## config.mk

```make
export PLATFORM = sky130hd
export DESIGN_NAME = serial_frame_deser_flat
export DESIGN_NICKNAME = d
export VERILOG_FILES = /design/src/rtl/sfd_pkg.sv /design/src/rtl/serial_frame_deser_if.sv /design/src/rtl/sfd_out_buf.sv /design/src/rtl/serial_frame_deser.sv /design/src/flat_wrapper.sv
export SDC_FILE = /design/constraint.sdc
export NUM_CORES = 1
export LEC_CHECK = 0
export CAP_MARGIN = 20
export CORE_UTILIZATION = 39
export DETAILED_ROUTE_END_ITERATION = 6
export PLACE_DENSITY = 0.68
export SYNTH_ARGS = -nofsm -noshare
export SYNTH_HDL_FRONTEND = slang
export SYNTH_HIERARCHICAL = 1
export SYNTH_SLANG_ARGS = --single-unit
```

## constraint.sdc

```tcl
create_clock -name clk1 -period 2.2 [get_ports clk1]
set_input_delay 0.55 -clock clk1 [delete_from_list [all_inputs] [get_ports clk1]]
set_output_delay 0.55 -clock clk1 [all_outputs]
set_load 0.05 [all_outputs]
```

## src/rtl/sfd_pkg.sv

```systemverilog
// Shared types and constants for the serial frame deserializer.
// Latency: n/a (declarations only).
// Backpressure: n/a.
package sfd_pkg;

    // Framing state: searching for sync, or collecting frame words.
    typedef enum logic {
        HUNT   = 1'b0,
        LOCKED = 1'b1
    } state_t;

    // Width of the sync pattern window.
    localparam int SYNC_W = 8;

    // Number of entries in the output word buffer.
    localparam int FIFO_DEPTH = 2;

    // Counter width able to hold 0..n-1, never narrower than one bit.
    function automatic int cnt_width(input int n);
        return (n > 1) ? $clog2(n) : 1;
    endfunction

endpackage

```

## src/rtl/serial_frame_deser_if.sv

```systemverilog
// Serial input plus word-stream output of the frame deserializer.
// Latency: n/a (wiring only).
// Backpressure: m_ready from the consumer throttles m_valid/m_data.
interface serial_frame_deser_if #(
    parameter int WIDTH = 8
);
    logic             D;
    logic             D_valid;
    logic [WIDTH-1:0] m_data;
    logic             m_valid;
    logic             m_ready;

    // Deserializer side: consumes serial bits, produces the word stream.
    modport master (
        input  D,
        input  D_valid,
        output m_data,
        output m_valid,
        input  m_ready
    );

    // Source/consumer side: drives serial bits, accepts the word stream.
    modport slave (
        output D,
        output D_valid,
        input  m_data,
        input  m_valid,
        output m_ready
    );
endinterface

```

## src/rtl/sfd_out_buf.sv

```systemverilog
// Two-entry word FIFO holding completed words for the output stream.
// Latency: a pushed word is visible at the head the cycle after the push.
// Backpressure: a push while full is ignored unless a pop frees a slot that same cycle.
module sfd_out_buf
    import sfd_pkg::*;
#(
    parameter int WIDTH = 8
)(
    input  logic             clk1,
    input  logic             rst_n,
    input  logic             push,
    input  logic [WIDTH-1:0] push_dat,
    input  logic             pop,
    output logic [WIDTH-1:0] head_dat,
    output logic             full,
    output logic             empty
);
    localparam int PTR_W = cnt_width(FIFO_DEPTH);
    localparam int CNT_W = $clog2(FIFO_DEPTH + 1);
    localparam logic [CNT_W-1:0] FULL_CNT = CNT_W'(FIFO_DEPTH);

    logic [WIDTH-1:0] mem_q [FIFO_DEPTH];
    logic [PTR_W-1:0] wr_ptr_q;
    logic [PTR_W-1:0] rd_ptr_q;
    logic [CNT_W-1:0] cnt_q;
    logic             wr_en;
    logic             rd_en;

    assign full     = (cnt_q == FULL_CNT);
    assign empty    = (cnt_q == '0);
    // A simultaneous pop makes room, so a push onto a full buffer still lands.
    assign wr_en    = push && (!full || pop);
    assign rd_en    = pop && !empty;
    assign head_dat = mem_q[rd_ptr_q];

    // Storage, pointers and occupancy; depth is a power of two so pointers wrap naturally.
    always_ff @(posedge clk1 or negedge rst_n) begin
        if (!rst_n) begin
            for (int i = 0; i < FIFO_DEPTH; i++) begin
                mem_q[i] <= '0;
            end
            wr_ptr_q <= '0;
            rd_ptr_q <= '0;
            cnt_q    <= '0;
        end else begin
            if (wr_en) begin
                mem_q[wr_ptr_q] <= push_dat;
                wr_ptr_q        <= wr_ptr_q + 1'b1;
            end
            if (rd_en) begin
                rd_ptr_q <= rd_ptr_q + 1'b1;
            end
            case ({wr_en, rd_en})
                2'b10:   cnt_q <= cnt_q + 1'b1;
                2'b01:   cnt_q <= cnt_q - 1'b1;
                default: cnt_q <= cnt_q;
            endcase
        end
    end

endmodule

```

## src/rtl/serial_frame_deser.sv

```systemverilog
// Hunts a serial bit stream for SYNC, then assembles FRAME_WORDS words MSB-first per frame.
// Latency: a completed word reaches m_valid/m_data one cycle after its last bit (buffer empty).
// Backpressure: 2-entry output buffer; a word completing into a full buffer with no pop is dropped and flags overflow.
module serial_frame_deser
    import sfd_pkg::*;
#(
    parameter int                WIDTH       = 8,
    parameter logic [SYNC_W-1:0] SYNC        = 8'hA5,
    parameter int                FRAME_WORDS = 4
)(
    input  logic                  clk1,
    input  logic                  rst_n,
    serial_frame_deser_if.master  bus,
    output logic                  locked,
    output logic                  frame_start,
    output logic                  overflow
);
    localparam int BIT_W = cnt_width(WIDTH);
    localparam int WC_W  = cnt_width(FRAME_WORDS);
    localparam logic [BIT_W-1:0] BIT_LAST  = BIT_W'(WIDTH - 1);
    localparam logic [WC_W-1:0]  WORD_LAST = WC_W'(FRAME_WORDS - 1);

    state_t            state_q;
    logic [SYNC_W-1:0] sync_q;
    logic [SYNC_W-1:0] sync_d;
    logic [WIDTH-1:0]  word_q;
    logic [WIDTH-1:0]  word_d;
    logic [BIT_W-1:0]  bit_cnt_q;
    logic [WC_W-1:0]   word_cnt_q;
    logic              frame_start_q;
    logic              overflow_q;

    logic              word_done;
    logic              pop;
    logic              fifo_full;
    logic              fifo_empty;
    logic [WIDTH-1:0]  head_dat;

    // Bits shifted out past the MSB of either register are meant to be lost.
    logic              unused_msbs;
    assign unused_msbs = ^{sync_q[SYNC_W-1], word_q[WIDTH-1]};

    // Post-shift views: the new bit enters at bit 0 so the first bit ends up as MSB.
    assign sync_d    = {sync_q[SYNC_W-2:0], bus.D};
    assign word_d    = {word_q[WIDTH-2:0], bus.D};
    assign word_done = (state_q == LOCKED) && bus.D_valid && (bit_cnt_q == BIT_LAST);
    assign pop       = !fifo_empty && bus.m_ready;

    sfd_out_buf #(
        .WIDTH    (WIDTH)
    ) u_out_buf (
        .clk1     (clk1),
        .rst_n    (rst_n),
        .push     (word_done),
        .push_dat (word_d),
        .pop      (pop),
        .head_dat (head_dat),
        .full     (fifo_full),
        .empty    (fifo_empty)
    );

    // Framing FSM: sync hunt, bit/word counting and the frame_start pulse; idle bits freeze everything.
    always_ff @(posedge clk1 or negedge rst_n) begin
        if (!rst_n) begin
            state_q       <= HUNT;
            sync_q        <= '0;
            word_q        <= '0;
            bit_cnt_q     <= '0;
            word_cnt_q    <= '0;
            frame_start_q <= 1'b0;
        end else begin
            frame_start_q <= 1'b0;
            if (bus.D_valid) begin
                case (state_q)
                    HUNT: begin
                        if (sync_d == SYNC) begin
                            state_q       <= LOCKED;
                            sync_q        <= '0;
                            bit_cnt_q     <= '0;
                            word_cnt_q    <= '0;
                            frame_start_q <= 1'b1;
                        end else begin
                            sync_q <= sync_d;
                        end
                    end
                    LOCKED: begin
                        word_q <= word_d;
                        if (bit_cnt_q == BIT_LAST) begin
                            bit_cnt_q <= '0;
                            if (word_cnt_q == WORD_LAST) begin
                                // Back to hunting with an empty window so stale frame bits cannot match.
                                state_q    <= HUNT;
                                word_cnt_q <= '0;
                                sync_q     <= '0;
                            end else begin
                                word_cnt_q <= word_cnt_q + 1'b1;
                            end
                        end else begin
                            bit_cnt_q <= bit_cnt_q + 1'b1;
                        end
                    end
                    default: begin
                        state_q <= HUNT;
                        sync_q  <= '0;
                    end
                endcase
            end
        end
    end

    // Sticky drop flag: a word completed into a full buffer that was not draining.
    always_ff @(posedge clk1 or negedge rst_n) begin
        if (!rst_n) begin
            overflow_q <= 1'b0;
        end else if (word_done && fifo_full && !pop) begin
            overflow_q <= 1'b1;
        end
    end

    assign locked      = (state_q == LOCKED);
    assign frame_start = frame_start_q;
    assign overflow    = overflow_q;
    assign bus.m_valid = !fifo_empty;
    assign bus.m_data  = head_dat;

endmodule

```

## src/flat_wrapper.sv

```systemverilog
// flat-port wrapper written by rule: the top's interface ports become plain ports
module serial_frame_deser_flat import sfd_pkg::*;
#(
    parameter int                WIDTH       = 8,
    parameter logic [SYNC_W-1:0] SYNC        = 8'hA5,
    parameter int                FRAME_WORDS = 4
)
  (clk1, rst_n, locked, frame_start, overflow, bus_D, bus_D_valid, bus_m_data, bus_m_valid, bus_m_ready);
  serial_frame_deser_if #(.WIDTH(WIDTH)) bus_i ();
  input  logic clk1;
  input  logic rst_n;
  output logic locked;
  output logic frame_start;
  output logic overflow;
  input wire logic [$bits(bus_i.D)-1:0] bus_D;
  input wire logic [$bits(bus_i.D_valid)-1:0] bus_D_valid;
  output wire logic [$bits(bus_i.m_data)-1:0] bus_m_data;
  output wire logic [$bits(bus_i.m_valid)-1:0] bus_m_valid;
  input wire logic [$bits(bus_i.m_ready)-1:0] bus_m_ready;
  assign bus_i.D = bus_D;
  assign bus_i.D_valid = bus_D_valid;
  assign bus_m_data = bus_i.m_data;
  assign bus_m_valid = bus_i.m_valid;
  assign bus_i.m_ready = bus_m_ready;
  serial_frame_deser #(.WIDTH(WIDTH), .SYNC(SYNC), .FRAME_WORDS(FRAME_WORDS)) u_core (.clk1(clk1), .rst_n(rst_n), .bus(bus_i), .locked(locked), .frame_start(frame_start), .overflow(overflow));
endmodule
```

==> metrics.md <==
| Metric | Value |
|---|---|
| Cts repair resizes | 0 |
| Synthesis-stage register bit count | 42 |
| Setup CP Type | reg2out |
| Final wirelength | ~3400 um |
| Status | finished clean |
| ANT cells | 0 |
| Die ar. | ~5300 sq um |
| Critical Path Start | u_core/u_out_buf/rd_ptr_q$_DFFE_PN0P_ |
| DRC Markers | 0 |
| Worst Skew | 0.00813 ns |
| Root buffer cell | clkbuf_8 |
| Number of max-cap violations | 0 |
| H-tree Lvls | 2 |
| Sw Pwr | between 0.4 and 0.5 mW |
| Die Wd | 72.7 um |
| Tightest Hold Check Type | in2async |
| Mapped Area | slightly below 2000 sq um |
| R2R Setup Slk | about 0.27 ns |
| WHS | ~0.32 ns |
| Clk sinks | 42 |
| RePlAce Congestion | around 0.73 |
| Avg Cell Area, Syn | about 13 sq um |
| DP HPWL | about 2400 um |
| Routed WL per cell | 14.2 um |
| Grt ovf | 0 |
| Pwr dens | a little over 800 nW/um^2 |
| Fraction of layout cells with a size suffix above 1 | 0.384 |
| Seq/Total Area, Yosys | 0.539 |
| Clk network pwr share | 0.371 |
| Post-Synthesis Cells | between 100 and 150 |
| Largest net degree at the start of global routing | 43 |
| Setup TNS | 0 ns |
| Synth top area share | 0.539 |
| Reg clk slew, reported paths | around 0.080 ns |
| DRT antenna net count | 0 |
| Tmin final | 2.04 ns |
| DRT iter0 DRCs | 27 |
| Seq pwr share | 0.471 |
| Unrepaired setup endpoints after global routing | false |
| WP data required | around 1.7 ns |
| First-pass GRT wire length | a little over 6000 um |
| Comb pwr share | 0.157 |
| Setup crit end kind | primary output |
| Crit path setup slack, layout | roughly 0.16 ns |
| Switching part of the total | 0.258 |
| Crit start category | flip-flop |
| Drt first pass iters | 4 |
| CTS tree | yes |
| Area grow syn2layout | 21.1% |
| Total Routing Usage GR | 0.153 |
| Post-synth top area cell | dfrtp_1 |
| Final period util | 0.926 |
| Vias in the first global route | between 1000 and 1500 |
| Worst slack at placement | -0.110 ns |
| Fin nets | ~180 |
| Hold Violations, Final | 0 |
| Pint | about 1.4 mW |
| Synth Warn # | 6 |
| FP Rows | 25 |
| Count leader, synth | dfrtp_1 |
| Most area-consuming cells after synthesis | dfrtp_1 (54%), mux2_2 (18%), ha_1 (3.2%) |
| Worst Path Max Fanout | 9 |
| Clk buf depth | 2 |
| Initial core utilization | 0.410 |
| Post-Syn Nets | approximately 160 |
| Reg2Reg Launch Point | u_core/u_out_buf/cnt_q[0]$_DFFE_PN0P_ |
| Maximum clock rate | 491 MHz |
| Share of flip-flops with an asynchronous set or reset | 1.00 |
| Commonest cells in the netlist | dfrtp_1 (42), mux2_2 (31), nand2b_1 (7) |
| Worst Max-Slew Pin Slew | between 0.5 and 0.6 ns |
| Antenna violations before repair | 0 |
| Fin. max-slew vios | 0 |
| Post-CTS setup buffers | 0 |
| Overall Power | between 1.5 and 2 mW |
| Static Leakage | 1.14 nW |
| TritonCTS buffer count | 5 |
| Top FF cell, synth | dfrtp_1 |
| Post-synthesis cell type count | 32 |
| Cts hold-fix bufs | 0 |
| Max_slew headroom | 0.612 |
| Crit path DAT | around 1.5 ns |
| Port Buffers | 16 |
| FILL cells | ~430 |
| Core Util, Final | 0.496 |
| IO Pins | 17 |
| Core Region | ~4800 sq um |
| Vias after detailed routing | 1193 |
| Skew-Pair Late Insertion Delay | around 0.29 ns |
| Max VDD drop | approximately 340 uV |
| Die H | about 73 um |
| Vias per cell | approximately 5 |
| Post-synth EDFFs | 0 |
| Final number of setup-violating endpoints | 0 |
## final timing paths
kind | endpoint | cells past startpoint
max | bus_m_data[1] | 2
min reg2reg | u_core/overflow$_DFFE_PN0P_ | 1
max reg2reg | u_core/u_out_buf/cnt_q[1]$_DFFE_PN0P_ | 7
max in group asynchronous | u_core/bit_cnt_q[1]$_DFFE_PN0P_ | 2
min in group clk1 | u_core/overflow$_DFFE_PN0P_ | 1
min | u_core/u_out_buf/cnt_q[1]$_DFFE_PN0P_ | 2
## flip-flops by register name (all words and copies together), names as in the netlist
name,flops
u_core/bit_cnt_q,3
u_core/frame_start,1
u_core/locked,1
u_core/overflow,1
u_core/sync_q,7
u_core/u_out_buf/cnt_q,2
u_core/u_out_buf/mem_q,16
u_core/u_out_buf/rd_ptr_q,1
u_core/u_out_buf/wr_ptr_q,1
u_core/word_cnt_q,2
u_core/word_q,7
## layout by cell type (no fill, tap or decap), drive strengths merged
cell type      Yosys  routed
and3               2       2
xnor2              3       3
ha                 5       5
dfrtp             42      42
mux2              31      31
a22o               5       5
o311ai             4       4
buf                3      18
nor2               4       4
nand2              6       6
o21ai              3       3
nand3              3       3
clkbuf             1       5
nor3b              2       2
and2               1       1
a21o               1       1
nand4bb            2       2
o31a               1       1
and3b              1       1
nand2b             7       7
nor2b              6       6
a21bo              1       1
bufinv             0       2
and2b              1       1
clkinv             0       1
clkdlybuf4s50      0       5
inv                5       5
xor2               2       2
o2bb2ai            3       3
## cell families after synthesis
| family | count (synthesis) | synth area share |
|---|---|---|
| xor gates and xnor gates | 5 | 0.0225 |
| buffers and inverters | 9 | 0.0193 |
| AOI/OAI and AO/OA | 18 | 0.0751 |
| muxes | 31 | 0.179 |
| adders and majority gates | 5 | 0.0321 |
| DFF | 42 | 0.539 |
| and+or+nand+nor | 35 | 0.133 |
## per-layer routing
layer	global-route usage	part of all wire	vias up
li1	-	-	563
met1	0.196	0.44	606
met2	0.249	0.52	19
met3	0.0456	0.032	5
met4	0.0523	0.012	0
met5	0	0	-
## area by class of cell
type	instances	area, sq um	area share
sequential	42	1050	0.445
multi-input combinational	94	861	0.365
timing repair buffer	23	208	0.0880
tap	67	83.8	0.0355
clock buffer	5	68.8	0.0292
clock inverter	3	68.8	0.0292
inverter	5	18.8	0.00795
## power by group through the flow
stage                     logic [mW]  registers (mW)  clock network, mW
after global placement         0.288           0.918                  0
final                          0.303           0.908              0.716
after global routing           0.336           0.918              0.790
after detailed placement       0.308           0.922                  0
after CTS                      0.307           0.909              0.739
after floorplan                0.247           0.879                  0
## worst max-delay path, cell delays in order (launching register included)
cell     delay [ns]
dfrtp_1        0.61
mux2_2         0.40
buf_4          0.19
## per-stage QoR
step           cell area, sq um  instances
2_1_floorplan              1950        145
3_3_place_gp               2220        231
3_5_place_dp               2220        231
4_1_cts                    2360        239
5_1_grt                    2360        239
6_report                   2360        239
Power figures use the tool's default switching activity.
